File: src/rtl/jk_pkg.sv
// Shared types and constants for the JK bank arbiter.
//   state_t : arbiter FSM states (IDLE / APPLY / ACK)
//   HOLD/CLR/SET/TGL : per-bit {j,k} command encodings
package jk_pkg;

  typedef enum logic [1:0] {
    IDLE  = 2'd0,
    APPLY = 2'd1,
    ACK   = 2'd2
  } state_t;

  localparam logic [1:0] HOLD = 2'b00;
  localparam logic [1:0] CLR  = 2'b01;
  localparam logic [1:0] SET  = 2'b10;
  localparam logic [1:0] TGL  = 2'b11;

endpackage

File: src/rtl/jk_cell.sv
// One bank bit: JK flip-flop with enable.
//   clk, reset : clock, async active-high reset (q -> 0)
//   en         : apply {j,k} command this edge, otherwise hold
//   j, k       : JK command
//   q          : registered bit state
module jk_cell
  import jk_pkg::*;
(
  input  logic clk,
  input  logic reset,
  input  logic en,
  input  logic j,
  input  logic k,
  output logic q
);

  // JK update, gated by en
  always_ff @(posedge clk or posedge reset) begin
    if (reset) begin
      q <= 1'b0;
    end else if (en) begin
      case ({j, k})
        HOLD:    q <= q;
        CLR:     q <= 1'b0;
        SET:     q <= 1'b1;
        TGL:     q <= ~q;
        default: q <= q;
      endcase
    end
  end

endmodule

File: src/rtl/jk_bank_arbiter.sv
// Round-robin arbiter granting NREQ requesters access to a shared JK bank.
//   clk, reset : clock, async active-high reset
//   req        : per-requester level request
//   j_in, k_in : per-requester JK masks, requester i at [i*WIDTH +: WIDTH]
//   clr        : bank clear, honoured only in IDLE, beats req
//   q          : bank state
//   ack        : one-cycle one-hot completion pulse
//   gnt_id     : current / most recent winner
//   busy       : transaction in flight (APPLY or ACK)
module jk_bank_arbiter
  import jk_pkg::*;
#(
  parameter int unsigned NREQ  = 4,
  parameter int unsigned WIDTH = 8
) (
  input  logic                     clk,
  input  logic                     reset,
  input  logic [NREQ-1:0]          req,
  input  logic [NREQ*WIDTH-1:0]    j_in,
  input  logic [NREQ*WIDTH-1:0]    k_in,
  input  logic                     clr,
  output logic [WIDTH-1:0]         q,
  output logic [NREQ-1:0]          ack,
  output logic [$clog2(NREQ)-1:0]  gnt_id,
  output logic                     busy
);

  localparam int unsigned IDW = $clog2(NREQ);

  state_t           state, state_next;
  logic [IDW-1:0]   rr_ptr, rr_next;
  logic [IDW-1:0]   gnt_next;
  logic [IDW-1:0]   win;
  logic             found;
  int unsigned      cand;
  logic [NREQ-1:0]  ack_next;
  logic             busy_next;
  logic             lat_en;
  logic [WIDTH-1:0] j_lat, k_lat;
  logic [WIDTH-1:0] j_sel, k_sel;
  logic             cell_en;
  logic [WIDTH-1:0] cell_j, cell_k;

  // Round-robin search: first set req bit at or after rr_ptr, wrapping
  always_comb begin
    found = 1'b0;
    win   = rr_ptr;
    cand  = 0;
    for (int unsigned i = 0; i < NREQ; i++) begin
      cand = (32'(rr_ptr) + i) % NREQ;
      if (!found && req[cand]) begin
        found = 1'b1;
        win   = IDW'(cand);
      end
    end
  end

  assign j_sel = j_in[32'(win)*WIDTH +: WIDTH];
  assign k_sel = k_in[32'(win)*WIDTH +: WIDTH];

  // Next-state and registered-output logic
  always_comb begin
    state_next = state;
    gnt_next   = gnt_id;
    rr_next    = rr_ptr;
    ack_next   = '0;
    busy_next  = 1'b0;
    lat_en     = 1'b0;
    cell_en    = 1'b0;
    cell_j     = '0;
    cell_k     = '0;
    case (state)
      IDLE: begin
        if (clr) begin
          // bank clear is a CLR command on every bit
          cell_en = 1'b1;
          cell_k  = '1;
        end else if (found) begin
          state_next = APPLY;
          gnt_next   = win;
          lat_en     = 1'b1;
          busy_next  = 1'b1;
        end
      end
      APPLY: begin
        cell_en    = 1'b1;
        cell_j     = j_lat;
        cell_k     = k_lat;
        state_next = ACK;
        busy_next  = 1'b1;
      end
      ACK: begin
        state_next       = IDLE;
        ack_next[gnt_id] = 1'b1;
        rr_next          = (gnt_id == IDW'(NREQ - 1)) ? '0 : IDW'(gnt_id + 1'b1);
      end
      default: state_next = IDLE;
    endcase
  end

  // State, pointer, latched masks and outputs
  always_ff @(posedge clk or posedge reset) begin
    if (reset) begin
      state  <= IDLE;
      rr_ptr <= '0;
      gnt_id <= '0;
      ack    <= '0;
      busy   <= 1'b0;
      j_lat  <= '0;
      k_lat  <= '0;
    end else begin
      state  <= state_next;
      rr_ptr <= rr_next;
      gnt_id <= gnt_next;
      ack    <= ack_next;
      busy   <= busy_next;
      if (lat_en) begin
        j_lat <= j_sel;
        k_lat <= k_sel;
      end
    end
  end

  // Bank storage
  for (genvar b = 0; b < WIDTH; b++) begin : g_bank
    jk_cell u_cell (
      .clk   (clk),
      .reset (reset),
      .en    (cell_en),
      .j     (cell_j[b]),
      .k     (cell_k[b]),
      .q     (q[b])
    );
  end

endmodule

File: config.mk
export PLATFORM = sky130hd
export DESIGN_NAME = jk_bank_arbiter
export DESIGN_NICKNAME = d
export VERILOG_FILES = /design/src/rtl/jk_pkg.sv /design/src/rtl/jk_cell.sv /design/src/rtl/jk_bank_arbiter.sv
export SDC_FILE = /design/constraint.sdc
export NUM_CORES = 1
export LEC_CHECK = 0
export CORE_MARGIN = 10
export CORE_UTILIZATION = 32
export CTS_CLUSTER_SIZE = 12
export DETAILED_ROUTE_END_ITERATION = 10
export DONT_BUFFER_PORTS = 1
export MAX_ROUTING_LAYER = met4
export PLACE_DENSITY = 0.45
export SETUP_SLACK_MARGIN = 0.05
export SLEW_MARGIN = 40
export SYNTH_ARGS = -nofsm -noshare
export SYNTH_HDL_FRONTEND = slang
export SYNTH_SLANG_ARGS = --single-unit
File: constraint.sdc
create_clock -name clk -period 2.1 [get_ports clk]
set_clock_uncertainty 0.05 [all_clocks]
set_input_delay 0.21 -clock clk [delete_from_list [all_inputs] [get_ports clk]]
set_output_delay 0.21 -clock clk [all_outputs]
set_load 0.02 [all_outputs]
* Word-level counts from Yosys, hierarchy flattened
Cells that the tools add are included.
** Storage, ports and cells
- Bits in registers :: 35
- Bits of input ports :: 71
- Logic and storage cells :: 138
** Cells by class
- $add $sub $neg :: 4
- $lt $le $gt $ge :: 6
- Equality and inequality tests :: 29
- Shifts and indexed selects :: 2
- Multiplexer cells :: 39
- Bitwise gates (word level) :: 17
- Reduce and logical (&&, ||, !) cells :: 26
** Operators with widths (number)
- $shiftx 32x6->8 :: 2
- $eq 2x2->1 const B :: 18
- $pmux 1 s3 :: 8
- $eq 2x1->1 const B :: 9
- $logic_not 2->1 :: 9
- $reduce_and 2->1 :: 9
- $not 1->1 :: 17
- $mux 8 :: 2
- $pmux 8 s2 :: 1
- $lt 2x3->1 const B :: 5
- $mux 1 :: 13
- $mux 2 :: 6
- $bmux 1 s2 :: 4
- $add 2x1->2 const B :: 2
- $add 2x2->2 const B :: 2
- $logic_and 1x1->1 :: 4
- $mux 4 :: 1
- $ne 2x2->1 const B :: 2
- $pmux 1 s2 :: 2
- $pmux 2 s2 :: 1
- $logic_not 1->1 :: 3
- $reduce_and 3->1 :: 1
- $demux 1 s2 :: 1
- $ge 2x1->1 const B :: 1

* Longest topological paths before layout
- Word-level depth :: 15
- Depth in mapped cells :: 9
- Mapped depth without buffers :: 6

* Cells and area by module
From an unflattened synthesis, not the netlist that was laid out.
** Unflattened totals
- Cell total of the unflattened synthesis :: 193
- Area, all modules :: 1966.9 um^2
** Modules (own cells, without submodules)
- jk_bank_arbiter :: times used 1, cells an instance 161, area an instance 1646.6 um^2, sequential area each 675.6 um^2
- jk_cell :: times used 8, cells an instance 4, area an instance 40.0 um^2, sequential area each 25.0 um^2

* Least setup slack after synthesis
No wires, ideal clock.
- Path kind :: reg-to-reg
- From :: register rr_ptr[0]
- To :: register k_lat[0]
- Library setup time :: 0.130 ns
- Arrival :: 1.665 ns
- Data required time :: 1.920 ns
- Slack :: 0.255 ns
- Stages on the path, launching flop included :: 8
- Buffers on the path :: 2
- Cells stage by stage :: dfrtp_1 > nand2b_1 > a221oi_1 > o21a_1 > buf_2 > buf_2 > mux2i_1 > o211ai_2
** On the way
- Word-level cells in the longest chain between the ends :: 15
- Elaborated cells on any way between the ends :: 28
- Classes of those cells :: add/sub: 3; shift: 1; mux: 18; reduce/logical: 6
** RTL lines
- from (decl) :: line jk_bank_arbiter.sv:31 : logic [IDW-1:0] rr_ptr, rr_next;
- from (signal assigned) :: line jk_bank_arbiter.sv:113 : rr_ptr <= rr_next;
- branches (longest 15 deep; another with $add 2x1->2)
- to (signal assigned) :: line jk_bank_arbiter.sv:119 : k_lat <= k_sel;
- to (decl) :: line jk_bank_arbiter.sv:39 : logic [WIDTH-1:0] j_lat, k_lat;
Several ways; the timed one is not identified. The select of a mux whose other input is x is not followed.
A chain may end at the register's enable or synchronous reset.

* Final worst setup path
- From :: register rr_ptr[0]
- To :: register j_lat[2]
** On the way
- Word-level cells in the longest chain between the ends :: 15
- Elaborated cells on any way between the ends :: 28
- Classes of those cells :: add/sub: 3; shift: 1; mux: 18; reduce/logical: 6
** RTL lines
- branches (longest 15 deep; another with $add 2x1->2)
- to (signal assigned) :: line jk_bank_arbiter.sv:118 : j_lat <= j_sel;
- to (decl) :: line jk_bank_arbiter.sv:39
Several ways; the timed one is not identified. The select of a mux whose other input is x is not followed.

==> impl.org <==
** Die
- Effective utilization at floorplan :: approximately 33%
- The floorplan has 30 rows.
- For this design the top-level I/O count stands at 86.
- Die outline height :: 103 um
- Floorplan Core Area :: between 0.006 and 0.007 sq mm
- From left edge to right edge, the die measures 103 um.
- Area of the die :: ~0.011 sq mm

** Clock tree
- Number of H-tree levels :: 2
- TritonCTS built the clock tree.
- Clock Tree Buf Depth :: 2
- The tree is rooted in a clkbuf_8.
- Clock edge transition at the registers on the reported setup and hold paths :: 0.08 ns
- For the worst-skew pair, the clock arrives at the later sink with an insertion delay of approximately 0.30 ns.
- CTS buffer count :: 5
- Clk sinks :: 35

** Placed design
- Dpl hpwl :: 4690 um
- Final RePlAce weighted congestion :: ~0.77
- In this run the tool buffered the top-level ports with 0 buffer cells.
- At the placement stage, the worst setup path has a slack of between 0.1 and 0.15 ns.

** Pwr
- Worst supply voltage drop on vdd :: about 330 uV
- P_sw :: around 1200 uW
- Internal power summed over all cells :: ~1800 uW
- Clock power share :: approximately 17%
- Of the total power, combinational logic draws around 40%.
- Leakage :: 0.00106 uW
- Switching part of the total power :: between 40 and 50%
- Sequential Power Share :: 43.7%
- For this design the ratio of total power to cell area is approximately 1200 mW/mm^2.

** Timing
- Worst slew margin relative to its limit :: 53.9%
- Final hold violation count :: 0
- Final max-slew violation count :: 0
- Across all setup checks in the final design, the least slack found is 0.124 ns.
- In the finished design, the share of the clock period the worst path needs comes to a little over nine tenths.
- RSZ-0062 raised after global routing :: false
- For the pin with the worst max-slew slack, the measured transition is a little under 0.7 ns.
- Setup violations remaining at the end of the flow were counted as 0.
- Shortest clock period the worst path allows after layout :: 1.98 ns
- In the final timing run, aggregate negative setup slack is 0 ns.
- For this run, the top clock speed supported by timing is around 510 MHz.

** Detailed routing
- In the routed layout, each cell is associated on average with a via count of 5.40.
- Highest Signal Layer :: met4
- DR pass1 iterations :: 4
- Average wire length per cell after detail routing :: approximately 21 um
- Antenna violation net count after detailed routing :: 0
- Vias :: around 1700
- After detailed routing, the total wire length is between 6000 and 7000 um.
- Routed met2 length :: ~3400 um
- In the routed design, unresolved DRC markers number 0.
- Total routed wire length on the met1 layer :: approximately 2800 um
- In this run, the number of DRC markers left after iteration 0 of detailed routing was 45.
- Met3 WL :: ~330 um

** Final layout
- Measured on the finished design, the core utilization comes to roughly 36%.
- Compared with the post-synthesis result, the final layout area differs by 11.4%.
- 0 antenna diodes ended up in the layout.
- The net count of the finished layout is 309.
- Total of fill cells in the finished design :: 700
- The post-route netlist has roughly 18% of its cells at a drive strength greater than 1.

** Worst setup path
- The largest single stage delay on the critical path is 0.45 ns.
- The kind of cell with the highest combined delay along the critical path is compound AO/OA/AOI/OAI gates.
- Maximum fanout count along the critical path :: 17
- Arrival time at the worst endpoint :: 2.08 ns
- The worst register-to-register path begins at rr_ptr[0].
- Number of buffer and inverter instances along the worst setup path :: 1
- Crit end category :: flop
- On the critical path, the stage with the largest delay is an instance of dfrtp_1.
- The signal on the critical path passes through nand2b_1, a221oi_1, o21a_2, buf_12, mux2i_1, o211ai_1.
- R2r worst-path depth :: 6
- Critical Path Source Type :: flop
- In this run the worst setup path begins at rr_ptr[0].
- The critical path in this run is classified as flop to flop.
- For the worst setup path, the data required time is between 2 and 2.5 ns.
- Path length in cells of the critical path :: 6

** Status
- The flow ran to the end, and the final reports show no timing, DRC or antenna violations.

** Synth
- After Yosys synthesis, full adders, half adders and majority gates account for roughly 2.3% of the synthesized area.
- Top post-synthesis cells by area :: dfrtp_1, mux2i_1, a2bb2oi_1
- Compound-cell area share of the yosys netlist :: 23.3%
- Mapped Nets :: roughly 300
- Yosys warning count :: 0
- The synthesized netlist devotes 0% of its cell area to XOR and XNOR gates.
- Most common flop cell mapped by yosys :: dfrtp_1
- Share of synthesized area spent on multiplexers :: 7.76%
- Of the synthesized area, sequential elements account for approximately two fifths.
- A synthesized cell averages 9.73 sq um.
- Summing every instance area after synthesis gives around 0.0022 sq mm.
- Synthesis inferred 35 register bits.
- After synthesis, the share of flip-flops with an asynchronous set or reset is 100%.
- Cell type with the largest total area after synthesis :: dfrtp_1
- Counting flops with a built-in enable in the synthesized netlist gives 0.
- Share of the synthesized area in the top cell type :: between 30% and 40%
- After synthesis, the largest family of logic cells by area is compound AO/OA/AOI/OAI gates.
- Synthesis produced ~230 cells.
- In this run, distinct cell masters in the synthesized netlist total 38.
- Post-synthesis share of cell area spent on and, or, nand and nor gates :: between 15 and 20%

** Hold path
- In this run the most critical hold path is launched from j_in[24].
- Class of the most critical hold timing path :: input port to flop
- Counting instances, the worst hold path has a depth of 2.

** Global routing
- Summed over all layers, the global routing overflow is 0.
- Wire length of the first global-routing pass :: ~10000 um
- Entering global routing, the biggest net connects 36 pins.
- The via count of the first global-routing pass came to approximately 1900.
- Initial antenna violation count :: 0
- In the global route stage, overall resource usage came out at between 10% and 20%.

** Job
- Max-cap violations in this run came to 0.
## power by group through the flow
stage / Combinational, uW / Sequential, uW / Clock [uW]
6_report: 1190 / 1310 / 498
5_1_grt: 1350 / 1360 / 557
4_1_cts: 1150 / 1320 / 525
3_5_place_dp: 1130 / 1340 / 0
3_3_place_gp: 1100 / 1330 / 0
2_1_floorplan: 1120 / 1130 / 0
## through the flow
stage | instances | instance area [sq um] | total power, uW | hold WS (ns)
after detailed placement | 295 | 2240 | 2470 | 0.203
after global routing | 315 | 2460 | 3260 | 0.0220
after global placement | 295 | 2240 | 2430 | 0.205
after floorplan | 227 | 2210 | 2250 | 0.292
after CTS | 313 | 2430 | 3000 | 0.00921
final | 315 | 2460 | 2990 | 0.0229
## layout make-up
class	count	area, sq um	area share, %
Tap cell	80	100	4.07
Clock inverter	2	12.5	0.508
Multi-Input combinational cell	157	1130	46.0
Timing Repair Buffer	22	220	8.94
Inverter	13	48.8	1.98
Sequential cell	35	876	35.6
Clock buffer	6	72.6	2.95
## synth_stat cells, types with 2 or more instances
library cell,instances
a21oi_1,2
a22o_1,8
a2bb2oi_1,16
and2_1,4
buf_2,2
buf_4,13
buf_6,2
clkbuf_1,4
dfrtp_1,35
ha_1,4
inv_1,12
mux2i_1,16
nand2_1,27
nand2b_1,2
nand3_1,7
nand3_2,9
nor2_1,16
nor2b_1,3
o211ai_1,7
o211ai_2,9
o21ai_0,12
## worst paths after layout
check	end	slack [ns]
max	j_lat[2]	0.12
max reg2reg	j_lat[2]	0.12
min	j_lat[0]	0.02
min in group asynchronous	g_bank[1].u_cell.q	0.41
min reg2reg	k_lat[2]	0.47
max in group asynchronous	k_lat[2]	1.24
## what timing repair did
item / CTS / global route
gates resized for setup: 0 / 0
setup endpoints to repair: 0 / 5
setup buffers: 0 / 1
hold buffers: 10 / 0
endpoints found under the hold margin: 44 / 0
## sequential cells by signal, summed over array words and instances, names as in the netlist
register	count
g_bank.u_cell.q	8
j_lat	8
k_lat	8
ack	4
gnt_id	2
rr_ptr	2
state	2
busy	1
## cell families after synthesis
family / after synthesis
buffers and inverters: 35
AND/OR/NAND/NOR: 73
adder cells (fa/ha/maj): 4
multiplexers: 17
AO/OA/AOI/OAI: 63
flip-flops: 35
## per-layer routing
| layer | GRT usage (%) | vias to the layer above |
|---|---|---|
| met5 | - | - |
| met4 | 4.71 | 0 |
| met3 | 3.55 | 8 |
| met2 | 21.0 | 61 |
| met1 | 15.4 | 816 |
| li1 | - | 817 |
## layout by cell type (no fill, tap or decap), drive strengths merged, types with 3 or more instances in the layout
cell type / n
and2: 4
o211ai: 16
nand2: 27
inv: 13
a2bb2oi: 16
dlygate4sd3: 10
nor2: 16
buf: 11
clkbuf: 7
mux2i: 16
ha: 4
nor2b: 3
o21ai: 13
nand3: 16
a22o: 8
dfrtp: 35
Power figures use the tool's default switching activity.
